[config.mk]
export PLATFORM = sky130hd
export DESIGN_NAME = line_fetch_scheduler
export DESIGN_NICKNAME = d
export VERILOG_FILES = /design/src/rtl/vga_fetch_pkg.sv /design/src/rtl/sync_2ff.sv /design/src/rtl/line_fetch_scheduler.sv
export SDC_FILE = /design/constraint.sdc
export NUM_CORES = 1
export LEC_CHECK = 0
export ABC_AREA = 1
export CORE_MARGIN = 1
export CORE_UTILIZATION = 55
export CTS_BUF_LIST = sky130_fd_sc_hd__clkbuf_4
export DETAILED_ROUTE_END_ITERATION = 6
export PLACE_DENSITY = 0.79
export SLEW_MARGIN = 20
export SYNTH_ARGS = -nofsm -noshare
export SYNTH_HDL_FRONTEND = slang
export SYNTH_HIERARCHICAL = 1
export SYNTH_SLANG_ARGS = --single-unit
[constraint.sdc]
create_clock -name clk_vga -period 3.8 [get_ports clk_vga]
set_input_delay 0.95 -clock clk_vga [delete_from_list [all_inputs] [get_ports clk_vga]]
set_output_delay 0.95 -clock clk_vga [all_outputs]
set_load 0.02 [all_outputs]
[src/rtl/vga_fetch_pkg.sv]
// Shared types and raster constants for the VGA line fetch scheduler.
package vga_fetch_pkg;

    typedef enum logic [1:0] {
        IDLE      = 2'd0,
        REQ       = 2'd1,
        WAIT_ACK  = 2'd2,
        WAIT_DROP = 2'd3
    } state_t;

    localparam logic [8:0]  ROW_INVALID     = 9'h1FF;
    localparam int unsigned IMG_HEIGHT_DEF  = 32'd240;
    localparam int unsigned V_ACTIVE_DEF    = 32'd480;
    localparam int unsigned V_TOTAL_DEF     = 32'd525;
    localparam int unsigned LINE_REPEAT_DEF = 32'd2;

    // Source row shown on display line y, or ROW_INVALID when the line
    // lies outside the visible area or below the bottom of the image.
    function automatic logic [8:0] src_row(
        input logic [9:0]  y,
        input int unsigned line_repeat,
        input int unsigned v_active,
        input int unsigned img_height
    );
        logic [9:0] r;
        r = (line_repeat == 32'd2) ? {1'b0, y[9:1]} : y;
        if (({22'd0, y} < v_active) && ({22'd0, r} < img_height)) begin
            src_row = r[8:0];
        end else begin
            src_row = ROW_INVALID;
        end
    endfunction

endpackage

[src/rtl/sync_2ff.sv]
// Two-flop synchronizer for level signals entering the pixel clock domain.
module sync_2ff #(
    parameter int WIDTH = 1
) (
    input  logic             clk,
    input  logic             reset_n,
    input  logic [WIDTH-1:0] d,
    output logic [WIDTH-1:0] q
);

    logic [WIDTH-1:0] meta_r;
    logic [WIDTH-1:0] sync_r;

    // Two-stage capture of the asynchronous input.
    always_ff @(posedge clk or negedge reset_n) begin
        if (!reset_n) begin
            meta_r <= {WIDTH{1'b0}};
            sync_r <= {WIDTH{1'b0}};
        end else begin
            meta_r <= d;
            sync_r <= meta_r;
        end
    end

    assign q = sync_r;

endmodule

[src/rtl/line_fetch_scheduler.sv]
// Chooses the next source row to pull from SDRAM into the fill half of the
// ping-pong line buffer, runs the 4-phase req/ack handshake, swaps halves at
// line start and flags lines whose data arrived too late.
module line_fetch_scheduler
    import vga_fetch_pkg::*;
#(
    parameter int unsigned IMG_HEIGHT  = IMG_HEIGHT_DEF,
    parameter int unsigned V_ACTIVE    = V_ACTIVE_DEF,
    parameter int unsigned V_TOTAL     = V_TOTAL_DEF,
    parameter int unsigned LINE_REPEAT = LINE_REPEAT_DEF
) (
    input  logic        clk_vga,
    input  logic        reset_n,
    input  logic        enable,
    input  logic [9:0]  x,
    input  logic [9:0]  y,
    input  logic        frame_start,
    output logic        fetch_req,
    output logic [8:0]  fetch_row,
    output logic        fetch_buf,
    input  logic        fetch_ack_async,
    output logic        disp_buf,
    output logic        line_valid,
    output logic        underrun,
    output logic [15:0] underrun_cnt,
    output logic        busy
);

    logic        ack_s;
    logic [9:0]  x_q_r;
    logic [8:0]  disp_row_r;
    logic [8:0]  fill_row_r;
    logic [8:0]  next_row_r;
    logic        fill_done_r;
    state_t      state_r;
    logic        fetch_req_r;
    logic [8:0]  fetch_row_r;
    logic        fetch_buf_r;
    logic        disp_buf_r;
    logic        line_valid_r;
    logic        underrun_r;
    logic [15:0] underrun_cnt_r;
    logic        busy_r;

    logic        ls_s;
    logic [9:0]  y_next_s;
    logic [8:0]  need_now_s;
    logic [8:0]  need_next_s;
    logic [8:0]  disp_row_cur_s;
    logic [8:0]  disp_row_nxt_s;
    logic        disp_buf_nxt_s;
    logic        line_valid_nxt_s;
    logic        miss_s;
    logic        start_fetch_s;

    sync_2ff #(.WIDTH(1)) u_ack_sync (
        .clk     (clk_vga),
        .reset_n (reset_n),
        .d       (fetch_ack_async),
        .q       (ack_s)
    );

    // Line-start detection and the rows needed now and on the following line.
    always_comb begin
        ls_s = (x == 10'd0) && (x_q_r != 10'd0);
        if ({22'd0, y} == (V_TOTAL - 32'd1)) begin
            y_next_s = 10'd0;
        end else begin
            y_next_s = y + 10'd1;
        end
        need_now_s  = src_row(y, LINE_REPEAT, V_ACTIVE, IMG_HEIGHT);
        need_next_s = src_row(y_next_s, LINE_REPEAT, V_ACTIVE, IMG_HEIGHT);
        // A new frame forgets the displayed row before the swap looks at it.
        disp_row_cur_s = frame_start ? ROW_INVALID : disp_row_r;
    end

    // Swap decision: keep, swap in the freshly filled half, or report a miss.
    always_comb begin
        disp_row_nxt_s   = disp_row_cur_s;
        disp_buf_nxt_s   = disp_buf_r;
        line_valid_nxt_s = line_valid_r;
        miss_s           = 1'b0;
        if (ls_s) begin
            if (!enable) begin
                line_valid_nxt_s = 1'b0;
            end else if (need_now_s == ROW_INVALID) begin
                line_valid_nxt_s = 1'b0;
            end else if (need_now_s == disp_row_cur_s) begin
                line_valid_nxt_s = 1'b1;
            end else if ((fill_row_r == need_now_s) && fill_done_r) begin
                disp_buf_nxt_s   = ~disp_buf_r;
                disp_row_nxt_s   = need_now_s;
                line_valid_nxt_s = 1'b1;
            end else begin
                line_valid_nxt_s = 1'b0;
                miss_s           = 1'b1;
            end
        end else begin
            miss_s = 1'b0;
        end
    end

    // A fetch may start only for a row that is neither shown nor already filled;
    // comparing against the post-swap view keeps the fill half off the display.
    always_comb begin
        start_fetch_s = enable
                     && (next_row_r != ROW_INVALID)
                     && (next_row_r != disp_row_nxt_s)
                     && (next_row_r != fill_row_r);
    end

    // Display-side registers: swap state, line status, underrun reporting, schedule.
    always_ff @(posedge clk_vga or negedge reset_n) begin
        if (!reset_n) begin
            x_q_r          <= 10'd0;
            disp_row_r     <= ROW_INVALID;
            disp_buf_r     <= 1'b0;
            line_valid_r   <= 1'b0;
            underrun_r     <= 1'b0;
            underrun_cnt_r <= 16'd0;
            next_row_r     <= ROW_INVALID;
        end else begin
            x_q_r        <= x;
            disp_row_r   <= disp_row_nxt_s;
            disp_buf_r   <= disp_buf_nxt_s;
            line_valid_r <= line_valid_nxt_s;
            underrun_r   <= miss_s;
            if (miss_s && (underrun_cnt_r != 16'hFFFF)) begin
                underrun_cnt_r <= underrun_cnt_r + 16'd1;
            end else begin
                underrun_cnt_r <= underrun_cnt_r;
            end
            if (ls_s) begin
                next_row_r <= need_next_s;
            end else begin
                next_row_r <= next_row_r;
            end
        end
    end

    // Fetch handshake FSM toward the SDRAM domain.
    always_ff @(posedge clk_vga or negedge reset_n) begin
        if (!reset_n) begin
            state_r     <= IDLE;
            fetch_req_r <= 1'b0;
            fetch_row_r <= 9'd0;
            fetch_buf_r <= 1'b0;
            fill_row_r  <= ROW_INVALID;
            fill_done_r <= 1'b0;
            busy_r      <= 1'b0;
        end else begin
            case (state_r)
                IDLE: begin
                    if (start_fetch_s) begin
                        fetch_row_r <= next_row_r;
                        fetch_buf_r <= ~disp_buf_nxt_s;
                        fill_row_r  <= next_row_r;
                        fill_done_r <= 1'b0;
                        busy_r      <= 1'b1;
                        state_r     <= REQ;
                    end else begin
                        busy_r  <= 1'b0;
                        state_r <= IDLE;
                    end
                end
                REQ: begin
                    fetch_req_r <= 1'b1;
                    busy_r      <= 1'b1;
                    state_r     <= WAIT_ACK;
                end
                WAIT_ACK: begin
                    if (ack_s) begin
                        fetch_req_r <= 1'b0;
                        fill_done_r <= 1'b1;
                        state_r     <= WAIT_DROP;
                    end else begin
                        fetch_req_r <= 1'b1;
                        state_r     <= WAIT_ACK;
                    end
                end
                WAIT_DROP: begin
                    if (!ack_s) begin
                        busy_r  <= 1'b0;
                        state_r <= IDLE;
                    end else begin
                        state_r <= WAIT_DROP;
                    end
                end
                default: begin
                    fetch_req_r <= 1'b0;
                    busy_r      <= 1'b0;
                    state_r     <= IDLE;
                end
            endcase
        end
    end

    assign fetch_req    = fetch_req_r;
    assign fetch_row    = fetch_row_r;
    assign fetch_buf    = fetch_buf_r;
    assign disp_buf     = disp_buf_r;
    assign line_valid   = line_valid_r;
    assign underrun     = underrun_r;
    assign underrun_cnt = underrun_cnt_r;
    assign busy         = busy_r;

endmodule

==> results.cfg, run 1 <==
[floorplanning]
die_w_um = 90.7
die_h_um = 90.7
core_area_sq_um = 7450
dieArea_sq_um = 8230
start_util = 0.582
row_count = 31
boundaryPins = 56

[min_path]
hold_class = reg -> reg

[outcome]
status = finished clean

[pwr]
internal_power_mw = 1.34
clockPowerShare = 0.217
pwr-share-comb = 0.326
seq_power_share = 0.456
powerDensity_nw_per_um2 = 390
leakage_nw = 2.65
swShare = 0.374
ir_drop_mv = 0.245
p_switching_mw = 0.804

[logic_synthesis]
synth-edff-count = 0
synth_cell_type_count = 40
ys_ff_latch = 73
yosys_warnings = 6
synthFlopType = dfrtp_1
ys_seq_area_frac = 0.430
post_synth.cell_area_avg_sq_um = 7.82
netlist_area_sq_um = 4330
syn_inst = 554
syn-num-nets = 587
async_reset_ff_frac = 1.00

[placed_design]
routabilityCongestion = 0.956
hpwl_um = 9070
io_buffers = 55
dp_slack_ns = -0.0732

[layout]
fill_cells = 587
antenna_cells = 0
drive_gt1_frac = 0.196
nets = 700
synthToLayoutAreaGrowth_pct = 27.1

[clock_network]
insertion_delay_ns = 0.44
cts-htree-levels = 3
clk_path_buf_depth = 2
hold_buffers = 0
postCtsSetupBuffers = 0
cts_resized = 0
cts.sinks = 73
cts-root-buf = clkbuf_4
cts_buffers = 9
path_clk_slew_ns = 0.15
cts_tree = done

[sta]
finClkSkew_ns = 0.0281
fmax_ghz = 0.290
fin_crit_ns = 3.45
rsz0062_at_grt = false
finalWorstSetupSlack_ns = 0.349
tns_ns = 0
setup_viol = 0
slew_viol_final = 0
fin_hold_ws_ns = 0.376
hold_viol = 0
relSlewSlack = 0.508
tightestPinTransition_ns = 0.738
min_period_over_period = 0.908

[global_routing]
grt_overflow = 0
grt_pass1_vias = 4093
grt_pass1_wl_um = 19300
track_usage = 0.301
grt_max_degree = 34
antenna_found_initial = 0

[setup_path]
rrSetupSlack_ns = 1.10
cp.required_ns = 4.16
critPathKind = in -> reg
critPathCaptureType = flop
arrival_ns = 3.81
path_max_fanout = 18
start_kind = input pin

[routing]
met3WireLength_um = 872
wl_met1_um = 4840
dr.pass1.iters = 5
highest_layer = met4
drcViolationCount = 0
dr_total_vias = 4122
wl_met2_um = 5510
postRouteAntennaNets = 0
first_iter_violations = 297
wire_per_inst_um = 14.9
vias_per_cell = 5.35
wl_um = 11500

[run]
cap_viol_max_count = 0
[synthesized netlist by cell type (5+ instances only)]
master / count / area [sq um]
nor3_1: 10 / 50.1
inv_1: 80 / 300
nand3_2: 6 / 60.1
ha_1: 8 / 100
nor2_1: 55 / 206
o21ai_2: 7 / 61.3
nand3_1: 29 / 145
xnor2_1: 5 / 43.8
nand2_2: 9 / 56.3
nand4_1: 26 / 163
dfrtp_1: 46 / 1150
dfstp_2: 27 / 709
nand2_1: 142 / 533
o21ai_0: 27 / 135
xor2_1: 23 / 201
[critical path, stage by stage]
cell             delay (ns)
clkdlybuf4s50_1        0.57
nand2_4                0.07
inv_1                  0.06
nand2_2                0.17
buf_4                  0.23
buf_4                  0.14
nand4_1                0.06
nand3_1                0.07
nor2_1                 0.13
nand2_2                0.08
nand3_2                0.10
buf_12                 0.14
nand2_1                0.07
nand2_1                0.07
nand2_1                0.05
nand2_1                0.05
inv_1                  0.04
nand2_1                0.05
nor2_1                 0.05
nand3_2                0.09
nand2_4                0.08
nor2_8                 0.24
nand2_1                0.13
o21ai_1                0.10
[metal layers]
metal,global-route usage,vias up
met5,0,-
met4,0.114,0
met3,0.0800,25
met2,0.497,146
met1,0.376,1934
li1,-,2017
[final timing paths]
| path | endpoint | cells after the start | start |
|---|---|---|---|
| max | fill_row_r[7] | 24 | y[5] |
| min | u_ack_sync/q | 0 | u_ack_sync/meta_r |
| max reg2reg | fill_row_r[7] | 21 | fill_row_r[4] |
| min reg2reg | u_ack_sync/q | 0 | u_ack_sync/meta_r |
| max in group asynchronous | disp_row_r[4] | 2 | reset_n |
| min in group asynchronous | underrun_cnt[8] | 1 | reset_n |
[flip-flops by register name, indices dropped and copies added (netlist names)]
signal	count
line_valid	1
underrun_cnt	16
busy	1
x_q_r	10
fetch_req	1
u_ack_sync/q	1
fill_row_r	9
u_ack_sync/meta_r	1
fill_done_r	1
fetch_buf	1
underrun	1
disp_buf	1
disp_row_r	9
state_r	2
fetch_row	9
next_row_r	9
[cell type report]
type                            instances  area, sq um  share of cell area
Multi-Input combinational cell        388         2080               0.377
Sequential cell                        73         1860               0.338
Timing Repair Buffer                  113         1010               0.183
Inverter                               82          308              0.0559
Tap cell                               99          124              0.0225
Clock buffer                            9         67.6              0.0123
Clock inverter                          7         63.8              0.0116
[power groups by stage]
| stage | clock (mW) | sequential, mW | combinational (mW) |
|---|---|---|---|
| after floorplan | 0 | 1.02 | 0.367 |
| after global placement | 0 | 0.988 | 0.680 |
| after detailed placement | 0 | 0.992 | 0.697 |
| after CTS | 0.481 | 0.978 | 0.701 |
| after global routing | 0.511 | 0.992 | 0.775 |
| final | 0.467 | 0.981 | 0.701 |
[layout by cell type (no fill, tap or decap), drive strengths merged]
cell / n
dfstp: 27
nand2: 153
a221oi: 2
or4: 1
clkdlybuf4s50: 54
xnor2: 5
dfrtp: 46
ha: 8
nand3b: 4
nor2: 57
nor3b: 4
inv: 85
a31oi: 1
nor4b: 2
xor2: 23
clkbuf: 9
a22oi: 3
o31ai: 1
clkinv: 2
buf: 59
a211oi: 1
nor3: 11
o21ai: 38
nand4: 26
a21oi: 3
o211ai: 1
o22ai: 4
clkinvlp: 2
nand3: 35
nor4: 4
and3: 1
[cells by family (layout without fill, tap and decap cells)]
| family | after synthesis | after routing | synth area share |
|---|---|---|---|
| simple gates | 298 | 298 | 0.322 |
| flops | 73 | 73 | 0.430 |
| buf+inv | 93 | 211 | 0.0913 |
| compound gates | 54 | 54 | 0.0777 |
| fa+ha+maj | 8 | 8 | 0.0231 |
| xor+xnor | 28 | 28 | 0.0566 |
[per-stage QoR]
| stage | area, sq um | cells | util | power [mW] |
|---|---|---|---|---|
| finish | 5510 | 771 | 0.739 | 2.15 |
| global route | 5510 | 771 | 0.739 | 2.28 |
| CTS | 5510 | 771 | 0.739 | 2.16 |
| detailed placement | 5370 | 755 | 0.722 | 1.69 |
| global placement | 5370 | 755 | 0.722 | 1.67 |
| floorplan | 4330 | 554 | - | 1.39 |
Power figures use the tool's default switching activity.
==> run 2: changes to the inputs <==
--- a/config.mk
+++ b/config.mk
@@ -11,6 +11,7 @@
 export CTS_BUF_LIST = sky130_fd_sc_hd__clkbuf_4
 export DETAILED_ROUTE_END_ITERATION = 6
 export PLACE_DENSITY = 0.79
+export RECOVER_POWER = 100
 export SLEW_MARGIN = 20
 export SYNTH_ARGS = -nofsm -noshare
 export SYNTH_HDL_FRONTEND = slang
==> constraint.sdc (replaced) <==
create_clock -name clk_vga -period 3.8 [get_ports clk_vga]
set_input_delay 0.76 -clock clk_vga [delete_from_list [all_inputs] [get_ports clk_vga]]
set_output_delay 0.76 -clock clk_vga [all_outputs]
set_load 0.02 [all_outputs]
==> run 2 against run 1 <==
  * The flow now finishes with violations (max-capacitance violations, max-slew violations)
  * Critical path depth decreased by 5
  * Setup slack got worse by 0.053 ns
  * Worst hold slack worse by 0.0088 ns
  * Wire length is 3.1% lower
  * First-iteration DRC count increased by 0.67%
  * Fmax fell by 1.5%
  * Final cell count shrank 4.8%
  * Global-route usage decreased by 1.5 points
  * Highest routed layer unchanged
==> results.cfg, run 2 (synthesized netlist as in run 1, its figures left out) <==
[routing]
wire_per_inst_um = 15.2
postRouteAntennaNets = 0
vias_per_cell = 5.50
first_iter_violations = 299
wl_um = 11100
drcViolationCount = 0
dr_total_vias = 4040
dr.pass1.iters = 5

[run]
cap_viol_max_count = 1

[setup_path]
start_kind = input pin
path_common_cell = nand2_1
path_max_fanout = 12
critPathKind = in -> reg
cpPeakStageDelay_ns = 0.43
crit_buf_inv = 4
cp_top_family = simple AND/OR/NAND/NOR gates
cp_slowest_cell = clkdlybuf4s50_1
cp_cell_sequence = clkdlybuf4s50_1, clkbuf_1, nor2_1, xor2_1, nand3_2, nor2_1, nand3_2, nand2_1, nand2_1, nand2_1, nand2_1, inv_1, nand2_1, nor2_1, nand3_2, nand2_4, clkbuf_2, o21ai_0, nand2_1
cp.required_ns = 4.16
critPathCaptureType = flop
arrival_ns = 3.86

[layout]
fin_cells = 734
final_area_sq_um = 5170
largest_reg_flops = 16
synthToLayoutAreaGrowth_pct = 19.4
drive_gt1_frac = 0.118
final_cell_mix = nand2_1 (147), inv_1 (80), nor2_1 (56)
antenna_cells = 0
layout_commonest_cell = nand2_1
nets = 663

[sta]
relSlewSlack = -0.204
fin_crit_ns = 3.50
tightestPinTransition_ns = 1.81
finClkSkew_ns = 0.0211
finalWorstSetupSlack_ns = 0.297
min_period_over_period = 0.922
fmax_ghz = 0.285
setup_viol = 0
tns_ns = 0
hold_viol = 0
slew_viol_final = 36
rsz0062_at_grt = false

[global_routing]
grt_max_degree = 36
grt.busiest_layer = met2
grt_util_met1 = 0.388
grt_pass1_vias = 3860
grt_overflow = 0
use_met3 = 0.0370
track_usage = 0.286
grt_pass1_wl_um = 18600
antenna_found_initial = 0
grtUsageMet2 = 0.473

[clock_network]
cts-htree-levels = 3
path_clk_slew_ns = 0.14
cts_resized = 0
cts-root-buf = clkbuf_4
cts.sinks = 73
clk_path_buf_depth = 2
cts_buffers = 9
cts_tree = done
hold_buffers = 0
insertion_delay_ns = 0.42
postCtsSetupBuffers = 0

[floorplanning]
core_area_sq_um = 7450
boundaryPins = 56
row_count = 31
start_util = 0.582
die_w_um = 90.7
dieArea_sq_um = 8230
die_h_um = 90.7

[pwr]
p_total_mw = 2.16
leakage_nw = 2.52
ir_drop_mv = 0.304
powerDensity_nw_per_um2 = 418

[placed_design]
placed_area_sq_um = 5070
io_buffers = 55
dp.cells = 718
dp_slack_ns = -0.0882
routabilityCongestion = 0.970
hpwl_um = 8520

[outcome]
status = finished, violations left
violations = max-capacitance violations, max-slew violations

[min_path]
hold_class = reg -> reg
-- run 2: cell count changes in the layout (fill, tap and decap cells not counted), sizes merged --
cell / change
clkinvlp: -2
bufinv: +2
dlygate4sd3: +44
clkdlybuf4s50: -44
buf: -46
clkbuf: +9
-- run 2: metal layers --
metal	up-vias	wire [um]
met5	-	0
met4	0	258
met3	25	636
met2	155	5400
met1	1921	4830
li1	1939	-
-- run 2: stage by stage --
stage | hold slack (ns) | utilization
after floorplan | 0.331 | -
after global placement | 0.334 | 0.681
after detailed placement | 0.336 | 0.681
after CTS | 0.366 | 0.703
after global routing | 0.374 | 0.694
final | 0.367 | 0.694
-- run 2: final timing paths --
check,depth (start not counted),slack [ns],endpoint,startpoint
worst max-delay path,19,0.30,fetch_row[4],y[6]
worst min-delay path,0,0.37,u_ack_sync/q,u_ack_sync/meta_r
worst max register to register,21,0.86,fetch_row[4],fill_row_r[7]
worst min register to register,0,0.37,u_ack_sync/q,u_ack_sync/meta_r
max in group asynchronous,2,0.96,fetch_row[4],reset_n
min in group asynchronous,1,0.81,underrun_cnt[8],reset_n
-- run 2: power by group --
part           internal, mW  leakage, nW  switching [mW]
Combinational         0.229         1.57           0.381
Sequential            0.896        0.854          0.0792
Clock                 0.274       0.0913           0.301
-- run 2: final cells by class --
class | instances | area (sq um)
clock inverter | 7 | 100
clock buffer | 9 | 67.6
multi-input combinational | 388 | 2040
tap | 99 | 124
fill | 656 | 2280
timing repair buffer | 76 | 673
sequential | 73 | 1860
inverter | 82 | 308
